File: src/rtl/sdram_arbiter_if.sv
`default_nettype none
// sdram_arbiter_if: two requester ports plus the SDRAM-controller command side.
// Rev 1.0 - initial release.
interface sdram_arbiter_if #(
  parameter int ADDR_WIDTH = 24
);
  logic                  m0_req_i;
  logic                  m1_req_i;
  logic                  m0_we_i;
  logic                  m1_we_i;
  logic [ADDR_WIDTH-1:0] m0_addr_i;
  logic [ADDR_WIDTH-1:0] m1_addr_i;
  logic [15:0]           m0_wdata_i;
  logic [15:0]           m1_wdata_i;
  logic                  m0_done_o;
  logic                  m1_done_o;
  logic                  m0_err_o;
  logic                  m1_err_o;
  logic [15:0]           rd_data_o;
  logic                  rd_enable_o;
  logic                  wr_enable_o;
  logic                  busy_i;
  logic                  rd_ready_i;
  logic [15:0]           rd_data_i;
  logic [15:0]           wr_data_o;
  logic [ADDR_WIDTH-1:0] addr_o;

  modport slave (
    input  m0_req_i, m1_req_i, m0_we_i, m1_we_i, m0_addr_i, m1_addr_i,
           m0_wdata_i, m1_wdata_i, busy_i, rd_ready_i, rd_data_i,
    output m0_done_o, m1_done_o, m0_err_o, m1_err_o, rd_data_o,
           rd_enable_o, wr_enable_o, wr_data_o, addr_o
  );

  modport master (
    output m0_req_i, m1_req_i, m0_we_i, m1_we_i, m0_addr_i, m1_addr_i,
           m0_wdata_i, m1_wdata_i, busy_i, rd_ready_i, rd_data_i,
    input  m0_done_o, m1_done_o, m0_err_o, m1_err_o, rd_data_o,
           rd_enable_o, wr_enable_o, wr_data_o, addr_o
  );
endinterface
`default_nettype wire

File: src/rtl/sdram_arbiter.sv
`default_nettype none
// sdram_arbiter: round-robin sharing of one SDRAM controller between two ports, with timeout abort.
// Rev 1.0 - initial release.
module sdram_arbiter #(
  parameter int ADDR_WIDTH = 24,
  parameter int TIMEOUT    = 255
) (
  input  logic           clk,
  input  logic           rst,
  sdram_arbiter_if.slave bus
);
  typedef enum logic [1:0] {
    IDLE  = 2'd0,
    ISSUE = 2'd1,
    WAIT  = 2'd2,
    DONE  = 2'd3
  } state_t;

  localparam logic [7:0] TCNT_LAST = 8'(TIMEOUT - 1);

  state_t                state;
  logic                  sel;
  logic                  last;
  logic                  we_r;
  logic                  err_r;
  logic [7:0]            tcnt;
  logic [ADDR_WIDTH-1:0] addr_r;
  logic [15:0]           wdata_r;
  logic [15:0]           rd_data_r;

  logic any_req;
  logic grant;
  logic completion;
  logic expired;

  always_comb begin
    any_req    = bus.m0_req_i | bus.m1_req_i;
    // On a tie the port that did not win last time is granted.
    grant      = (bus.m0_req_i & bus.m1_req_i) ? ~last : bus.m1_req_i;
    expired    = (tcnt == TCNT_LAST);
    completion = 1'b0;
    case (state)
      ISSUE:   completion = ~we_r & bus.rd_ready_i;
      WAIT:    completion = we_r ? ~bus.busy_i : bus.rd_ready_i;
      default: completion = 1'b0;
    endcase
  end

  always_ff @(posedge clk or posedge rst) begin
    if (rst) begin
      state     <= IDLE;
      sel       <= 1'b0;
      last      <= 1'b1;
      we_r      <= 1'b0;
      err_r     <= 1'b0;
      tcnt      <= 8'd0;
      addr_r    <= '0;
      wdata_r   <= 16'd0;
      rd_data_r <= 16'd0;
    end else begin
      case (state)
        IDLE: begin
          if (any_req) begin
            sel     <= grant;
            last    <= grant;
            we_r    <= grant ? bus.m1_we_i    : bus.m0_we_i;
            addr_r  <= grant ? bus.m1_addr_i  : bus.m0_addr_i;
            wdata_r <= grant ? bus.m1_wdata_i : bus.m0_wdata_i;
            tcnt    <= 8'd0;
            err_r   <= 1'b0;
            state   <= ISSUE;
          end
        end
        ISSUE, WAIT: begin
          tcnt <= tcnt + 8'd1;
          // Completion takes priority over a coincident timeout.
          if (completion) begin
            if (!we_r) begin
              rd_data_r <= bus.rd_data_i;
            end
            state <= DONE;
          end else if (expired) begin
            err_r <= 1'b1;
            state <= DONE;
          end else if (state == ISSUE && bus.busy_i) begin
            state <= WAIT;
          end
        end
        DONE:    state <= IDLE;
        default: state <= IDLE;
      endcase
    end
  end

  assign bus.wr_enable_o = (state == ISSUE) &  we_r;
  assign bus.rd_enable_o = (state == ISSUE) & ~we_r;
  assign bus.m0_done_o   = (state == DONE)  & ~sel;
  assign bus.m1_done_o   = (state == DONE)  &  sel;
  assign bus.m0_err_o    = bus.m0_done_o & err_r;
  assign bus.m1_err_o    = bus.m1_done_o & err_r;
  assign bus.addr_o      = addr_r;
  assign bus.wr_data_o   = wdata_r;
  assign bus.rd_data_o   = rd_data_r;
endmodule
`default_nettype wire

File: src/flat_wrapper.sv
// flat-port wrapper written by rule: the top's interface ports become plain ports
module sdram_arbiter_flat 
#(
  parameter int ADDR_WIDTH = 24,
  parameter int TIMEOUT    = 255
)
  (clk, rst, bus_m0_req_i, bus_m1_req_i, bus_m0_we_i, bus_m1_we_i, bus_m0_addr_i, bus_m1_addr_i, bus_m0_wdata_i, bus_m1_wdata_i, bus_busy_i, bus_rd_ready_i, bus_rd_data_i, bus_m0_done_o, bus_m1_done_o, bus_m0_err_o, bus_m1_err_o, bus_rd_data_o, bus_rd_enable_o, bus_wr_enable_o, bus_wr_data_o, bus_addr_o);
  sdram_arbiter_if #(.ADDR_WIDTH(ADDR_WIDTH)) bus_i ();
  input  logic clk;
  input  logic rst;
  input wire logic [$bits(bus_i.m0_req_i)-1:0] bus_m0_req_i;
  input wire logic [$bits(bus_i.m1_req_i)-1:0] bus_m1_req_i;
  input wire logic [$bits(bus_i.m0_we_i)-1:0] bus_m0_we_i;
  input wire logic [$bits(bus_i.m1_we_i)-1:0] bus_m1_we_i;
  input wire logic [$bits(bus_i.m0_addr_i)-1:0] bus_m0_addr_i;
  input wire logic [$bits(bus_i.m1_addr_i)-1:0] bus_m1_addr_i;
  input wire logic [$bits(bus_i.m0_wdata_i)-1:0] bus_m0_wdata_i;
  input wire logic [$bits(bus_i.m1_wdata_i)-1:0] bus_m1_wdata_i;
  input wire logic [$bits(bus_i.busy_i)-1:0] bus_busy_i;
  input wire logic [$bits(bus_i.rd_ready_i)-1:0] bus_rd_ready_i;
  input wire logic [$bits(bus_i.rd_data_i)-1:0] bus_rd_data_i;
  output wire logic [$bits(bus_i.m0_done_o)-1:0] bus_m0_done_o;
  output wire logic [$bits(bus_i.m1_done_o)-1:0] bus_m1_done_o;
  output wire logic [$bits(bus_i.m0_err_o)-1:0] bus_m0_err_o;
  output wire logic [$bits(bus_i.m1_err_o)-1:0] bus_m1_err_o;
  output wire logic [$bits(bus_i.rd_data_o)-1:0] bus_rd_data_o;
  output wire logic [$bits(bus_i.rd_enable_o)-1:0] bus_rd_enable_o;
  output wire logic [$bits(bus_i.wr_enable_o)-1:0] bus_wr_enable_o;
  output wire logic [$bits(bus_i.wr_data_o)-1:0] bus_wr_data_o;
  output wire logic [$bits(bus_i.addr_o)-1:0] bus_addr_o;
  assign bus_i.m0_req_i = bus_m0_req_i;
  assign bus_i.m1_req_i = bus_m1_req_i;
  assign bus_i.m0_we_i = bus_m0_we_i;
  assign bus_i.m1_we_i = bus_m1_we_i;
  assign bus_i.m0_addr_i = bus_m0_addr_i;
  assign bus_i.m1_addr_i = bus_m1_addr_i;
  assign bus_i.m0_wdata_i = bus_m0_wdata_i;
  assign bus_i.m1_wdata_i = bus_m1_wdata_i;
  assign bus_i.busy_i = bus_busy_i;
  assign bus_i.rd_ready_i = bus_rd_ready_i;
  assign bus_i.rd_data_i = bus_rd_data_i;
  assign bus_m0_done_o = bus_i.m0_done_o;
  assign bus_m1_done_o = bus_i.m1_done_o;
  assign bus_m0_err_o = bus_i.m0_err_o;
  assign bus_m1_err_o = bus_i.m1_err_o;
  assign bus_rd_data_o = bus_i.rd_data_o;
  assign bus_rd_enable_o = bus_i.rd_enable_o;
  assign bus_wr_enable_o = bus_i.wr_enable_o;
  assign bus_wr_data_o = bus_i.wr_data_o;
  assign bus_addr_o = bus_i.addr_o;
  sdram_arbiter #(.ADDR_WIDTH(ADDR_WIDTH), .TIMEOUT(TIMEOUT)) u_core (.clk(clk), .rst(rst), .bus(bus_i));
endmodule
File: config.mk
export PLATFORM = sky130hd
export DESIGN_NAME = sdram_arbiter_flat
export DESIGN_NICKNAME = d
export VERILOG_FILES = /design/src/rtl/sdram_arbiter_if.sv /design/src/rtl/sdram_arbiter.sv /design/src/flat_wrapper.sv
export SDC_FILE = /design/constraint.sdc
export NUM_CORES = 1
export LEC_CHECK = 0
export BUFFER_PORTS_ARGS = -buffer_cell sky130_fd_sc_hd__buf_2
export CORE_MARGIN = 5
export CORE_UTILIZATION = 43
export CTS_BUF_LIST = sky130_fd_sc_hd__clkbuf_2
export CTS_CLUSTER_SIZE = 25
export DETAILED_ROUTE_END_ITERATION = 6
export PLACE_DENSITY = 0.85
export SLEW_MARGIN = 20
export SYNTH_ARGS = -nofsm -noshare
export SYNTH_HDL_FRONTEND = slang
export SYNTH_SLANG_ARGS = --single-unit
File: constraint.sdc
create_clock -name clk -period 2 [get_ports clk]
set_input_delay 0.4 -clock clk [delete_from_list [all_inputs] [get_ports clk]]
set_output_delay 0.4 -clock clk [all_outputs]
set_load 0.05 [all_outputs]
# Word-level counts from Yosys, hierarchy flattened
# Cells that the tools add are included.
# totals
mem_count	0
output_inout_bits	62
ff_bits	70
inputBits	104
word_cells	57
latch_bits	0
mem_bits_rw	0
mem_bits_ro	0
# classes
n_mux	17
shifts	0
magnitude_cmp	0
div_mod_pow	0
n_addsub	1
multipliers	0
reduce_logical	9
n_bitwise	13
eq_ne	8
# ops
operator	n
24-bit two-way mux	1
16-bit two-way mux	1
8-bit case mux with 2 select lines	1
8-bit by 1-bit adder with 8-bit output, second input constant	1
1-bit AND	8
8-bit equality test, second input constant	1
2-bit two-way mux	4
8-bit two-way mux	1
1-bit two-way mux	6
2-bit case mux with 3 select lines	1
2-bit AND reduction	3
2-bit equality test, second input constant	2
2-bit by 1-bit != test with 1-bit output, second input constant	2
4-bit by 1-bit != test with 1-bit output, second input constant	1
1-bit NOT	4
1-bit case mux with 2 select lines	2
4-bit AND reduction	1
3-bit AND reduction	1
2-bit by 1-bit equality test with 1-bit output, second input constant	1
2-bit zero test	1
2-bit != test, second input constant	1
2-bit nonzero test	1
2-bit OR reduction	1
1-bit logical AND	1
1-bit bitwise OR	1

# Logic depth before layout (Yosys ltp)
# logic_depth
ltp_word	6
ltp_mapped	7
ltp_nobuf	6

# Worst setup path before layout
# Ideal clock, no wire load.
# synth_timing
path_type	register -> register
from	register u_core.state[0]
to	register u_core.rd_data_r[0] (netlist: u_core.bus.rd_data_o[0])
period_less_slack_ns	1.849
path_buffers	1
setup_ns	0.125
required_ns	1.875
path_stages_with_launch	7
arrival_time_ns	1.724
slack_ns	0.151
cell_sequence	dfrtp_1 inv_1 ha_1 inv_2 nor3_4 buf_6 mux2_2
# synth_via
elab_chain_cells	3
elab_cells_between_ends	5
classes_between	2 x eq/ne; 1 x mux; 2 x reduce/logical
# synth_rtl
item	line	rtl
start: declaration	sdram_arbiter.sv:21	state_t state;
start signal: assignment	sdram_arbiter.sv:51	state <= IDLE;
start signal: assignment	sdram_arbiter.sv:71	state <= ISSUE;
start signal: assignment	sdram_arbiter.sv:81	state <= DONE;
2-bit equality test / 2-bit by 1-bit equality test with 1-bit output (equally long branches)	sdram_arbiter.sv:42, sdram_arbiter.sv:61	
1-bit case mux with 2 select lines / 2-bit OR reduction (equally long branches)	sdram_arbiter.sv:42, sdram_arbiter.sv:61	
3-bit AND reduction (no line) (*)	-	
end signal: assignment	sdram_arbiter.sv:79	rd_data_r <= bus.rd_data_i;
end: declaration	sdram_arbiter.sv:29	logic [15:0] rd_data_r;
# Every way passes the cells marked *; elsewhere a longest branch is shown, timed or not.
# A chain may end at the register's enable or synchronous reset.

# Worst setup path in the final report
# layout_timing
from	register u_core.state[0]
to	register u_core.rd_data_r[11] (netlist: u_core.bus.rd_data_o[11])
# The elaborated chain is that of the path after synthesis.

==> impl_metrics.json <==
{
  "finClkSkew_ns": 0.0178,
  "gr-total-overflow": 0,
  "finalSetupViolations": 0,
  "start_util_pct": 43.5,
  "critPathKind": "reg2reg",
  "root_buffer": "clkbuf_2",
  "clock_path_buffers": 2,
  "clk_latency_ns": 0.47,
  "ys_async_sr_fraction_pct": 100,
  "synth_warnings": 0,
  "grt_pass1_wl_mm": 13.7,
  "clkTransAtPathRegs_ns": 0.21,
  "crit_path_max_fanout": 16,
  "grt_use_met3_pct": 4.64,
  "synthToLayoutAreaGrowth_pct": 35.1,
  "die-area_um2": 9550,
  "vdd_drop_max_mv": 0.957,
  "synth_cell_type_count": 40,
  "antenna_found_initial": 0,
  "top_usage_layer": "met2",
  "power_mw": 8.10,
  "cp_slowest_cell": "dfrtp_2",
  "use_met1_pct": 21.5,
  "synth_cells": 303,
  "powerDensity_nw_per_um2": 1810,
  "synthesis.area_um2": 3310,
  "synth_edf_count": 0,
  "yosysSeqAreaShare_pct": 52.9,
  "synth_area_per_cell_um2": 10.9,
  "grt_max_degree": 71,
  "pin_count": 166,
  "period_share_pct": 97.5,
  "relSlewSlack_pct": 68.9,
  "grt_pass1_vias": 2946,
  "whs_ns": 0.140,
  "power.static_leakage_nw": 2.28,
  "finalWirelength_mm": 8.27,
  "dr.pass1.iters": 4,
  "dpl_cell_area_um2": 4270,
  "required_ns": 2.37,
  "max-cap-violations": 0,
  "viasPerCell": 4.90,
  "finalCriticalPeriod_ns": 1.95,
  "drive_gt1_share_pct": 45.8,
  "io_buffers": 165,
  "drc": 0,
  "nets": 581,
  "layout_setup_ws_ns": 0.0496,
  "hold_viol": 0,
  "wl_per_cell_um": 14.3,
  "gp_congestion": 0.856,
  "maxSlewViolCount": 0,
  "final_cell_area_um2": 4470,
  "clkSinkCount": 70,
  "worst_ep_arrival_time_ns": 2.32,
  "fp.coreArea_um2": 7610,
  "cp_num_buf_inv": 3,
  "fp-row-count": 32,
  "hp-class": "in2reg",
  "synth-main-ff-cell": "dfrtp_1",
  "syn_nets": 413,
  "post-place-ws_ns": 0.0814,
  "critPathMaxStageDelay_ns": 0.49,
  "ys_ff_latch": 70,
  "antenna_left": 0,
  "cts_made_buffers": 9,
  "use_met2_pct": 29.4,
  "cp-start-kind": "flip-flop",
  "die_y_um": 97.7,
  "crit_chain": "inv_1, ha_1, inv_2, nor3_4, buf_6, mux2_2",
  "rsz0062_at_grt": "yes",
  "dp_hpwl_mm": 6.28,
  "status": "finished, final reports clean",
  "fmax_ghz": 0.513,
  "antenna_cells": 0,
  "die_w_um": 97.7,
  "critPathTopFamily": "flip-flops",
  "drt_iter0_drc": 70,
  "grt_usage_pct": 17.5,
  "crit_path_end_kind": "flip-flop",
  "worstMarginPinSlew_ns": 0.465,
  "cts_tree": "built",
  "cts_max_level": 3,
  "vias": 2835
}
## cell type report
class	count	area [um^2]
well taps	102	128
repair buffers	173	951
multi-input cells	211	1500
flip-flops and latches	70	1760
clock buffers	9	45.0
inverters	6	26.3
fillers	672	3130
clock inverters	7	72.6
## synthesized netlist by cell type, types with 3 or more instances
library cell	count	share of area (%)
buf_2	4	0.60
buf_4	4	0.91
clkbuf_1	6	0.68
dfrtp_1	69	52
ha_1	6	2.3
inv_1	5	0.57
mux2_2	16	5.4
mux2i_1	41	12
nand2_1	46	5.2
nand3_1	3	0.45
nor2_1	10	1.1
nor2b_1	3	0.57
nor4_1	3	0.57
o21ai_0	41	6.2
o21ai_1	9	1.4
xnor2_1	6	1.6
## report_power, final
part | internal [mW] | leakage, nW | switching (mW)
Clock | 0.290 | 0.0683 | 0.516
Combinational | 1.35 | 1.35 | 3.43
Sequential | 2.08 | 0.862 | 0.422
Total | 3.73 | 2.28 | 4.37
## what timing repair did
action	in CTS	in global routing
buffers inserted	1	0
setup endpoints to repair	6	24
hold buffers	1	0
resized for setup	14	7
hold endpoints to repair	69	0
pin swaps	0	0
## per-stage QoR
step           cells  util [%]  TNS (ns)
2_1_floorplan    303         -         0
3_3_place_gp     560      56.1         0
3_5_place_dp     560      56.1         0
4_1_cts          578      58.5         0
5_1_grt          578      58.8    -0.228
6_report         578      58.8         0
## sequential cells by signal (all words and copies together) (netlist names)
name / count
u_core.tcnt: 8
u_core.bus.wr_data_o: 16
u_core.bus.rd_data_o: 16
u_core.err_r: 1
u_core.bus.addr_o: 24
u_core.state: 2
u_core.we_r: 1
u_core.last: 1
u_core.sel: 1
## worst paths after layout
| path | cells after the start | slack (ns) | startpoint | endpoint |
|---|---|---|---|---|
| max in group asynchronous | 4 | 1.12 | rst | u_core.last$_DFFE_PP1P_ |
| hold reg to reg | 2 | 0.50 | u_core.bus.wr_data_o[5]$_DFFE_PP0P_ | u_core.bus.wr_data_o[5]$_DFFE_PP0P_ |
| hold / removal | 2 | 0.14 | bus_rd_data_i[0] | u_core.bus.rd_data_o[0]$_DFFE_PP0P_ |
| setup / recovery | 6 | 0.05 | u_core.state[0]$_DFFE_PP0P_ | u_core.bus.rd_data_o[11]$_DFFE_PP0P_ |
| min in group asynchronous | 4 | 0.55 | rst | u_core.bus.rd_data_o[13]$_DFFE_PP0P_ |
| setup reg to reg | 6 | 0.05 | u_core.state[0]$_DFFE_PP0P_ | u_core.bus.rd_data_o[11]$_DFFE_PP0P_ |
## layout by cell type (no fill, tap or decap), types with 8 or more instances in the layout
cell | netlist | final
dfrtp_1 | 69 | 67
nand2_1 | 46 | 46
buf_2 | 4 | 159
mux2i_1 | 41 | 41
nor2_1 | 10 | 10
clkbuf_2 | 0 | 9
mux2_2 | 16 | 16
o21ai_1 | 9 | 8
o21ai_0 | 41 | 41
## layer usage
| metal | part of all wire, % | wire length [um] |
|---|---|---|
| met1 | 42 | 3510 |
| met2 | 48 | 3990 |
| met3 | 7.8 | 649 |
| met4 | 1.5 | 120 |
| met5 | 0 | 0 |
## cell families (layout without fill, tap and decap cells)
logic type,after synthesis,count (layout),share of synthesized area (%)
flops,70,70,52.9
xor+xnor,6,6,1.59
simple gates,77,77,10.8
buf+inv,22,195,3.55
mux,57,57,17.8
fa+ha+maj,6,6,2.27
compound gates,65,65,11.0
No activity file was read; power rests on OpenSTA's default activity.
